===== config.mk =====
export PLATFORM = sky130hd
export DESIGN_NAME = datapath_bus
export DESIGN_NICKNAME = d
export VERILOG_FILES = /design/src/rtl/cpu_pkg.sv /design/src/rtl/regn.sv /design/src/rtl/datapath_bus.sv
export SDC_FILE = /design/constraint.sdc
export NUM_CORES = 1
export LEC_CHECK = 0
export CAP_MARGIN = 20
export CORE_MARGIN = 2
export CORE_UTILIZATION = 50
export DETAILED_ROUTE_END_ITERATION = 8
export PLACE_DENSITY = 0.71
export SYNTH_ARGS = -nofsm -noshare
export SYNTH_HDL_FRONTEND = slang
export SYNTH_SLANG_ARGS = --single-unit
export TNS_END_PERCENT = 1

===== constraint.sdc =====
create_clock -name Clock -period 4.2 [get_ports Clock]
set_clock_uncertainty 0.2 [all_clocks]
set_input_delay 0.63 -clock Clock [delete_from_list [all_inputs] [get_ports Clock]]
set_output_delay 0.63 -clock Clock [all_outputs]
set_load 0.1 [all_outputs]

===== src/rtl/cpu_pkg.sv =====
// rtl/cpu_pkg.sv - shared opcode, IR field and width definitions for the cpu slice
package cpu_pkg;

  localparam int DATA_W = 9;

  typedef logic [2:0] opcode_t;

  localparam opcode_t OP_MV  = 3'b000;
  localparam opcode_t OP_MVI = 3'b001;
  localparam opcode_t OP_ADD = 3'b010;
  localparam opcode_t OP_SUB = 3'b011;

  localparam int IR_OP_LSB = 0;
  localparam int IR_RX_LSB = 3;
  localparam int IR_RY_LSB = 6;

  function automatic opcode_t ir_opcode(input logic [8:0] ir);
    return ir[IR_OP_LSB +: 3];
  endfunction

  function automatic logic [2:0] ir_rx(input logic [8:0] ir);
    return ir[IR_RX_LSB +: 3];
  endfunction

  function automatic logic [2:0] ir_ry(input logic [8:0] ir);
    return ir[IR_RY_LSB +: 3];
  endfunction

endpackage


===== src/rtl/regn.sv =====
// rtl/regn.sv - W-bit register with load enable and asynchronous active-low clear
module regn #(
  parameter int W = 9
) (
  input  logic         clk,
  input  logic         rst_n,
  input  logic         ld,
  input  logic [W-1:0] d,
  output logic [W-1:0] q
);

  always_ff @(posedge clk or negedge rst_n) begin
    if (!rst_n) begin
      q <= '0;
    end else if (ld) begin
      q <= d;
    end
  end

endmodule


===== src/rtl/datapath_bus.sv =====
// rtl/datapath_bus.sv - register file, shared bus mux and add/sub ALU driven by control strobes
module datapath_bus
  import cpu_pkg::*;
#(
  parameter int N = DATA_W
) (
  input  logic         Clock,
  input  logic         Resetn,
  input  logic [N-1:0] DIN,
  input  logic         IRin,
  input  logic [7:0]   Rin,
  input  logic [7:0]   Rout,
  input  logic         Ain,
  input  logic         Gin,
  input  logic         Gout,
  input  logic         AddSub,
  input  logic         DINout,
  input  logic [2:0]   Dbg_sel,
  output logic [8:0]   IR,
  output logic [N-1:0] BusWires,
  output logic [N-1:0] Dbg_data,
  output logic         Z,
  output logic         C,
  output logic         BusConflict
);

  logic [N-1:0] r_q [8];
  logic [N-1:0] a_q;
  logic [N-1:0] g_q;
  logic [N:0]   alu_res;
  logic [9:0]   srcs;
  logic         multi_src;

  for (genvar i = 0; i < 8; i++) begin : g_regs
    regn #(.W(N)) u_r (
      .clk   (Clock),
      .rst_n (Resetn),
      .ld    (Rin[i]),
      .d     (BusWires),
      .q     (r_q[i])
    );
  end

  regn #(.W(N)) u_a (
    .clk   (Clock),
    .rst_n (Resetn),
    .ld    (Ain),
    .d     (BusWires),
    .q     (a_q)
  );

  regn #(.W(N)) u_g (
    .clk   (Clock),
    .rst_n (Resetn),
    .ld    (Gin),
    .d     (alu_res[N-1:0]),
    .q     (g_q)
  );

  // IR is fed straight from DIN so an instruction fetch never depends on bus state
  regn #(.W(9)) u_ir (
    .clk   (Clock),
    .rst_n (Resetn),
    .ld    (IRin),
    .d     (DIN[8:0]),
    .q     (IR)
  );

  // Walk R7 down to R0 so the lowest-numbered asserted Rout wins
  always_comb begin
    BusWires = '0;
    if (DINout) begin
      BusWires = DIN;
    end else if (Gout) begin
      BusWires = g_q;
    end else begin
      for (int i = 7; i >= 0; i--) begin
        if (Rout[i]) BusWires = r_q[i];
      end
    end
  end

  // Bit N is the carry on add and, with a zero-extended subtract, the borrow (A < bus)
  always_comb begin
    if (AddSub) alu_res = {1'b0, a_q} - {1'b0, BusWires};
    else        alu_res = {1'b0, a_q} + {1'b0, BusWires};
  end

  assign Dbg_data  = r_q[Dbg_sel];
  assign srcs      = {DINout, Gout, Rout};
  assign multi_src = |(srcs & (srcs - 10'd1));

  always_ff @(posedge Clock or negedge Resetn) begin
    if (!Resetn) begin
      Z           <= 1'b0;
      C           <= 1'b0;
      BusConflict <= 1'b0;
    end else begin
      if (Gin) begin
        Z <= (alu_res[N-1:0] == '0);
        C <= alu_res[N];
      end
      if (multi_src) BusConflict <= 1'b1;
    end
  end

endmodule

### Word-level counts from Yosys, hierarchy flattened

Cells that the tools add are included.

* add/sub/neg operators: 3
* $lt $le $gt $ge: 1
* mux-type cells: 14
* bitwise gates (word level): 2
* reduce and logical (&&, ||, !) cells: 2

Operators by type and width (number)
* 9-bit 2-to-1 mux: 12
* 9-bit binary-select mux with 3-bit select: 1
* 9-bit by 9-bit adder with 10-bit output: 1
* 10-bit AND: 1
* 10-bit 2-to-1 mux: 1
* 10-bit OR reduction: 1
* 10-bit by 1-bit subtractor with 10-bit output (second input constant): 1
* 9-bit by 9-bit subtractor with 10-bit output: 1
* 9-bit logical NOT: 1
* 4-bit greater-or-equal comparator (second input constant): 1
* 3-bit NOT with 4-bit output: 1

* flip-flop bits (word level): 102
* input port bits: 36
* output and inout port bits: 30
* word-level logic and storage cells: 36

### Longest topological paths before layout

* depth after elaboration: 13
* mapped depth: 17
* mapped depth without buffers: 16

### Modules after synthesis

Synthesis repeated with hierarchy kept, for this count alone.

* cells, all modules: 470
* area, all modules: 6227.2 sq um

By module, submodules not included
* regn: instances 11, cells an instance 19, area an instance 371.6 sq um, seq. area each 225.2 sq um
* datapath_bus: instances 1, cells an instance 261, area an instance 2139.6 sq um, seq. area each 75.1 sq um

### Least setup slack after synthesis

Ideal clock, no wire load.

* kind: input -> register
* start: in Rout[4]
* end: reg u_g.q[8]
* setup time: 0.125 ns
* arrival: 3.595 ns
* required time: 3.875 ns
* setup slack: 0.280 ns
* stages on the path: 15
* buffers on the path: 2
* cells stage by stage: or2_1 > buf_6 > a221oi_2 > o21ai_2 > a21oi_4 > buf_2 > xnor2_1 > ha_1 > nor2b_1 > o21ai_0 > a21boi_1 > o21ai_0 > a21oi_1 > xor2_1 > mux2_2

* cells in the longest elaborated chain, start to end: 9
* elaborated cells between the ends (all ways): 10
* classes of those cells: 2 x add/sub; 8 x mux

RTL lines
* start: declaration: RTL line datapath_bus.sv:12 `input logic [7:0] Rout,`
* 9-bit 2-to-1 mux (*) (5 in a row): RTL line datapath_bus.sv:78 `if (Rout[i]) BusWires = r_q[i];`
* 9-bit 2-to-1 mux (*): RTL line datapath_bus.sv:74 `end else if (Gout) begin`
* 9-bit 2-to-1 mux (*): RTL line datapath_bus.sv:72 `if (DINout) begin`
* net BusWires[2]: RTL line datapath_bus.sv:20 `output logic [N-1:0] BusWires,`
* 9-bit by 9-bit adder with 10-bit output or 9-bit by 9-bit subtractor with 10-bit output (tied branches): RTL line datapath_bus.sv:86, datapath_bus.sv:85
* 10-bit 2-to-1 mux (*): RTL line datapath_bus.sv:85 `if (AddSub) alu_res = {1'b0, a_q} - {1'b0, BusWires};`
* end signal: assignment: RTL line regn.sv:14 `q <= '0;`
* end signal: assignment: RTL line regn.sv:16 `q <= d;`
* end: declaration: RTL line regn.sv:9 `output logic [W-1:0] q`

The timed path passes the listed nets; every way through them passes the cells marked *.
A chain may end at the register's enable or synchronous reset.

### Worst setup path in the final report

* start: in Rout[3]
* end: reg Z

* cells in the longest elaborated chain, start to end: 9
* elaborated cells between the ends (all ways): 10
* classes of those cells: 2 x add/sub; 7 x mux; 1 x reduce/logical

RTL lines
* 9-bit 2-to-1 mux (*) (4 in a row): RTL line datapath_bus.sv:78
* 9-bit 2-to-1 mux (*): RTL line datapath_bus.sv:74
* 9-bit 2-to-1 mux (*): RTL line datapath_bus.sv:72
* 9-bit by 9-bit adder with 10-bit output or 9-bit by 9-bit subtractor with 10-bit output (tied branches): RTL line datapath_bus.sv:86, datapath_bus.sv:85
* 10-bit 2-to-1 mux (*): RTL line datapath_bus.sv:85
* 9-bit logical NOT (*): RTL line datapath_bus.sv:100 `Z <= (alu_res[N-1:0] == '0);`
* end signal: assignment: RTL line datapath_bus.sv:100
* end: declaration: RTL line datapath_bus.sv:22 `output logic Z,`

Every way passes the cells marked *; elsewhere a longest branch is shown, timed or not.

==> reports/summary.txt <==
Min-Delay Path Class - register to register
Place WS - -361.5 ps
Post-synth EDFFs - 0
uppermost layer routed - met4
Comb pwr share - 45.5%
Hold Crit Start - u_g.q[1]
reg2reg setup slack - 610 ps
final wirelength - 14100 µm
I/O Buffers - 65
initial antenna violation count - 0
DR WL met2 - 7139 µm
sequential share of the synthesized area - 44.28%
FF-to-FF Start - g_regs[6].u_r.q[0]
post-layout net count - 642
H-tree lvl count - 3
commonest register cell after synthesis - dfrtp_1
Crit path required time - 4240 ps
antenna-violating nets left - 0
crit end category - register
Synth cell types - 53
Worst Reg-to-Reg Cells - 16
wl on met1 - 5996 µm
Pint - 2403 µW
I/O pin count - 66
Least-Margin Pin Slew - 967.9 ps
Largest stage delay, worst path - 490 ps
number of DRC markers in iteration 0 - 304
crit-path leading delay family - simple AND/OR/NAND/NOR gates
Worst Hold Slack - 281.3 ps
die height - 111.4 µm
switching power share of the total - 37.79%
Final Hold Viols - 0
CTS clock-pin slew for the worst setup and hold paths - 70 ps
placed cell areas - 0.007022 mm²
Max VDD drop - 0.3314 mV
Syn-to-layout area delta - 28.37%
Psw - 1460 µW
total core area - 0.01132 mm²
post-route cell area - 0.007400 mm²
Crit path depth - 17
Critical Path Sink - Z
Final Wtd Congestion - 0.8641
CTS Buf Count - 9
post-layout min period - 4107 ps
status - complete, no violations
Critical path origin - Rout[3]
sum of buffers and inverters on the critical path - 3
Avg WL per Cell - 19.02 µm
Starting Density - 50.92%
sequential share of power - 35.0%
Synth warnings - 0
Synth Register Bits - 102
Setup Viol. Count Final - 0
die span in x - 111.4 µm
asr flop ratio synth - 100.0%
clock root buffer - clkbuf_16
Pwr per Cell Area - 522.1 mW/mm²
Die Area - 0.01240 mm²
Max-slew headroom - 35.27%
# DRC - 0
Leak - 0.003071 µW
fin. max-slew vios - 0
crit-path max FO - 4
gr usage total - 23.49%
slowest CP cell - clkdlybuf4s50_1
row count - 39
setup TNS - 0 ps
largest cells by area after synthesis - dfrtp_1 44%, mux2_2 17%, mux4_2 7.0%
top-area cell type share of the netlist area - 44.28%
post-synth design cell area - 0.005764 mm²
max-cap violations - 0
remaining global-route overflow - 0
fin crit share - 97.80%
vias - 4363
synthesized area per cell - 11.57 µm²
Data arrival, critical path - 4150 ps
worst skew pair latency - 340 ps
Clock Power Share - 19.5%
Met3 Routed Length - 726 µm
CTS Buffer Depth - 2
critical path class - input port to register
Fmax - 243.5 MHz
global-route wire length before repair - 23400 µm
DP HPWL - 10690 µm
final setup margin - 92.54 ps
First-pass DRT Iterations - 5
n_diodes - 0
vias in the first global route - 4585
Via-to-Cell Ratio - 5.888
startpoint types - input port
Cells after Synth - 498
Syn Nets - 545
CTS tree - yes
crit path cell chain - clkdlybuf4s50_1 -> or2_4 -> a221oi_4 -> o21ai_2 -> a21oi_2 -> inv_1 -> ha_1 -> mux2_2 -> inv_1 -> ha_1 -> nor2b_1 -> o2111ai_2 -> nand3b_1 -> xor2_1 -> nor4b_2 -> nand2_1 -> o31ai_1
Reg-to-Reg End - Z
CTS Sinks - 102
largest net degree at the start of global routing - 86
layout cells sized above 1 - 37.63%
post-synth top area cell - dfrtp_1
RSZ-0062 raised after global routing - yes
-- cell families (layout without fill, tap and decap cells) --
family	count (synthesis)	after routing	share of synthesized area (%)
and+or+nand+nor	72	72	6.490
adders and majority gates	13	13	2.865
buffers and inverters	71	171	5.361
DFF	102	102	44.28
xor gates and xnor gates	13	13	1.975
AOI/OAI and AO/OA	124	124	15.39
muxes	103	103	23.64
-- flip-flops by register name (all words and copies together) (netlist names) --
signal / flops
C: 1
Z: 1
u_g.q: 9
u_a.q: 9
u_ir.q: 9
g_regs.u_r.q: 72
BusConflict: 1
-- Yosys cell counts (3+ instances only) --
master and number:
a21oi_1 28, a21oi_2 7, a221o_1 8, a221oi_1 11
a221oi_2 7, a31oi_1 3, buf_1 9, buf_2 18
clkbuf_1 11, dfrtp_1 102, ha_1 10, inv_1 29
mux2_2 85, mux4_2 18, nand2_1 28, nand3b_1 10
nor2_1 13, nor2b_1 4, nor3_1 4, o21ai_0 27
o21ai_1 7, o22ai_1 8, or2_1 3, xnor2_1 10
xor2_1 3
-- stage by stage --
stage | std cells | power, µW | utilization (%)
2_1_floorplan | 498 | 2455 | -
3_3_place_gp | 724 | 3032 | 62.02
3_5_place_dp | 724 | 3087 | 62.02
4_1_cts | 738 | 3852 | 64.35
5_1_grt | 741 | 4065 | 65.36
6_report | 741 | 3863 | 65.36
-- worst reg2reg max path, stage by stage, from the launching register on --
cell and delay [ps]:
dfrtp_1 380, a21oi_1 120, a221oi_4 300, o21ai_2 120
a21oi_2 160, inv_1 80, ha_1 290, mux2_2 300
inv_1 60, ha_1 220, nor2b_1 170, o2111ai_2 220
nand3b_1 140, xor2_1 180, nor4b_2 290, nand2_1 80
o31ai_1 200
-- cells in the final DEF (no fill, tap or decap), drive strengths merged, types with 2 or more instances in the layout --
| master | count |
|---|---|
| a21o | 2 |
| a21oi | 36 |
| a221o | 8 |
| a221oi | 18 |
| a31oi | 3 |
| buf | 81 |
| clkbuf | 12 |
| clkdlybuf4s50 | 43 |
| clkinv | 2 |
| dfrtp | 102 |
| dlymetal6s2s | 3 |
| ha | 10 |
| inv | 29 |
| maj3 | 2 |
| mux2 | 85 |
| mux4 | 18 |
| nand2 | 28 |
| nand3 | 2 |
| nand3b | 10 |
| nor2 | 13 |
| nor2b | 4 |
| nor3 | 5 |
| o21a | 2 |
| o21ai | 35 |
| o22ai | 8 |
| o31a | 2 |
| o32ai | 2 |
| or2 | 3 |
| xnor2 | 10 |
| xor2 | 3 |
-- timing repair --
action / 4_1_cts / 5_1_grt
pin swaps: 0 / 4
cloned: 0 / 0
hold buffers: 0 / 1
hold endpoints to repair: 0 / 1
gates resized for setup: 1 / 16
setup buffers: 0 / 1
setup endpoints to repair: 1 / 5
-- per-layer routing --
layer	vias up	global-route usage [%]
li1	2021	-
met3	19	3.321
met5	-	0
met2	127	40.16
met4	0	7.243
met1	2196	31.38
-- power groups by stage --
stage                     logic, µW  registers [µW]  clock network [µW]
after floorplan                1040            1410                   0
after global placement         1680            1360                   0
after detailed placement       1720            1370                   0
after CTS                      1730            1350                 770
after global routing           1880            1380                 807
final                          1760            1350                 753
-- final cells by class --
cell class	count	area (µm²)
timing repair buffer	128	1339
clock inverter	2	10.01
inverter	29	108.9
sequential	102	2552
multi-input combinational	325	2964
clock buffer	12	246.5
tap	143	178.9
fill	892	3921
-- worst min path at each step --
stage | cells past startpoint | to | slack, ps
6_report | 2 | u_g.q[1] | 280
5_1_grt | 2 | u_g.q[1] | 300
4_1_cts | 2 | u_g.q[1] | 290
3_5_place_dp | 2 | u_g.q[1] | 270
3_3_place_gp | 2 | u_g.q[1] | 270
2_1_floorplan | 0 | BusConflict | 130
Note: power is estimated with default switching activity, not from simulation.
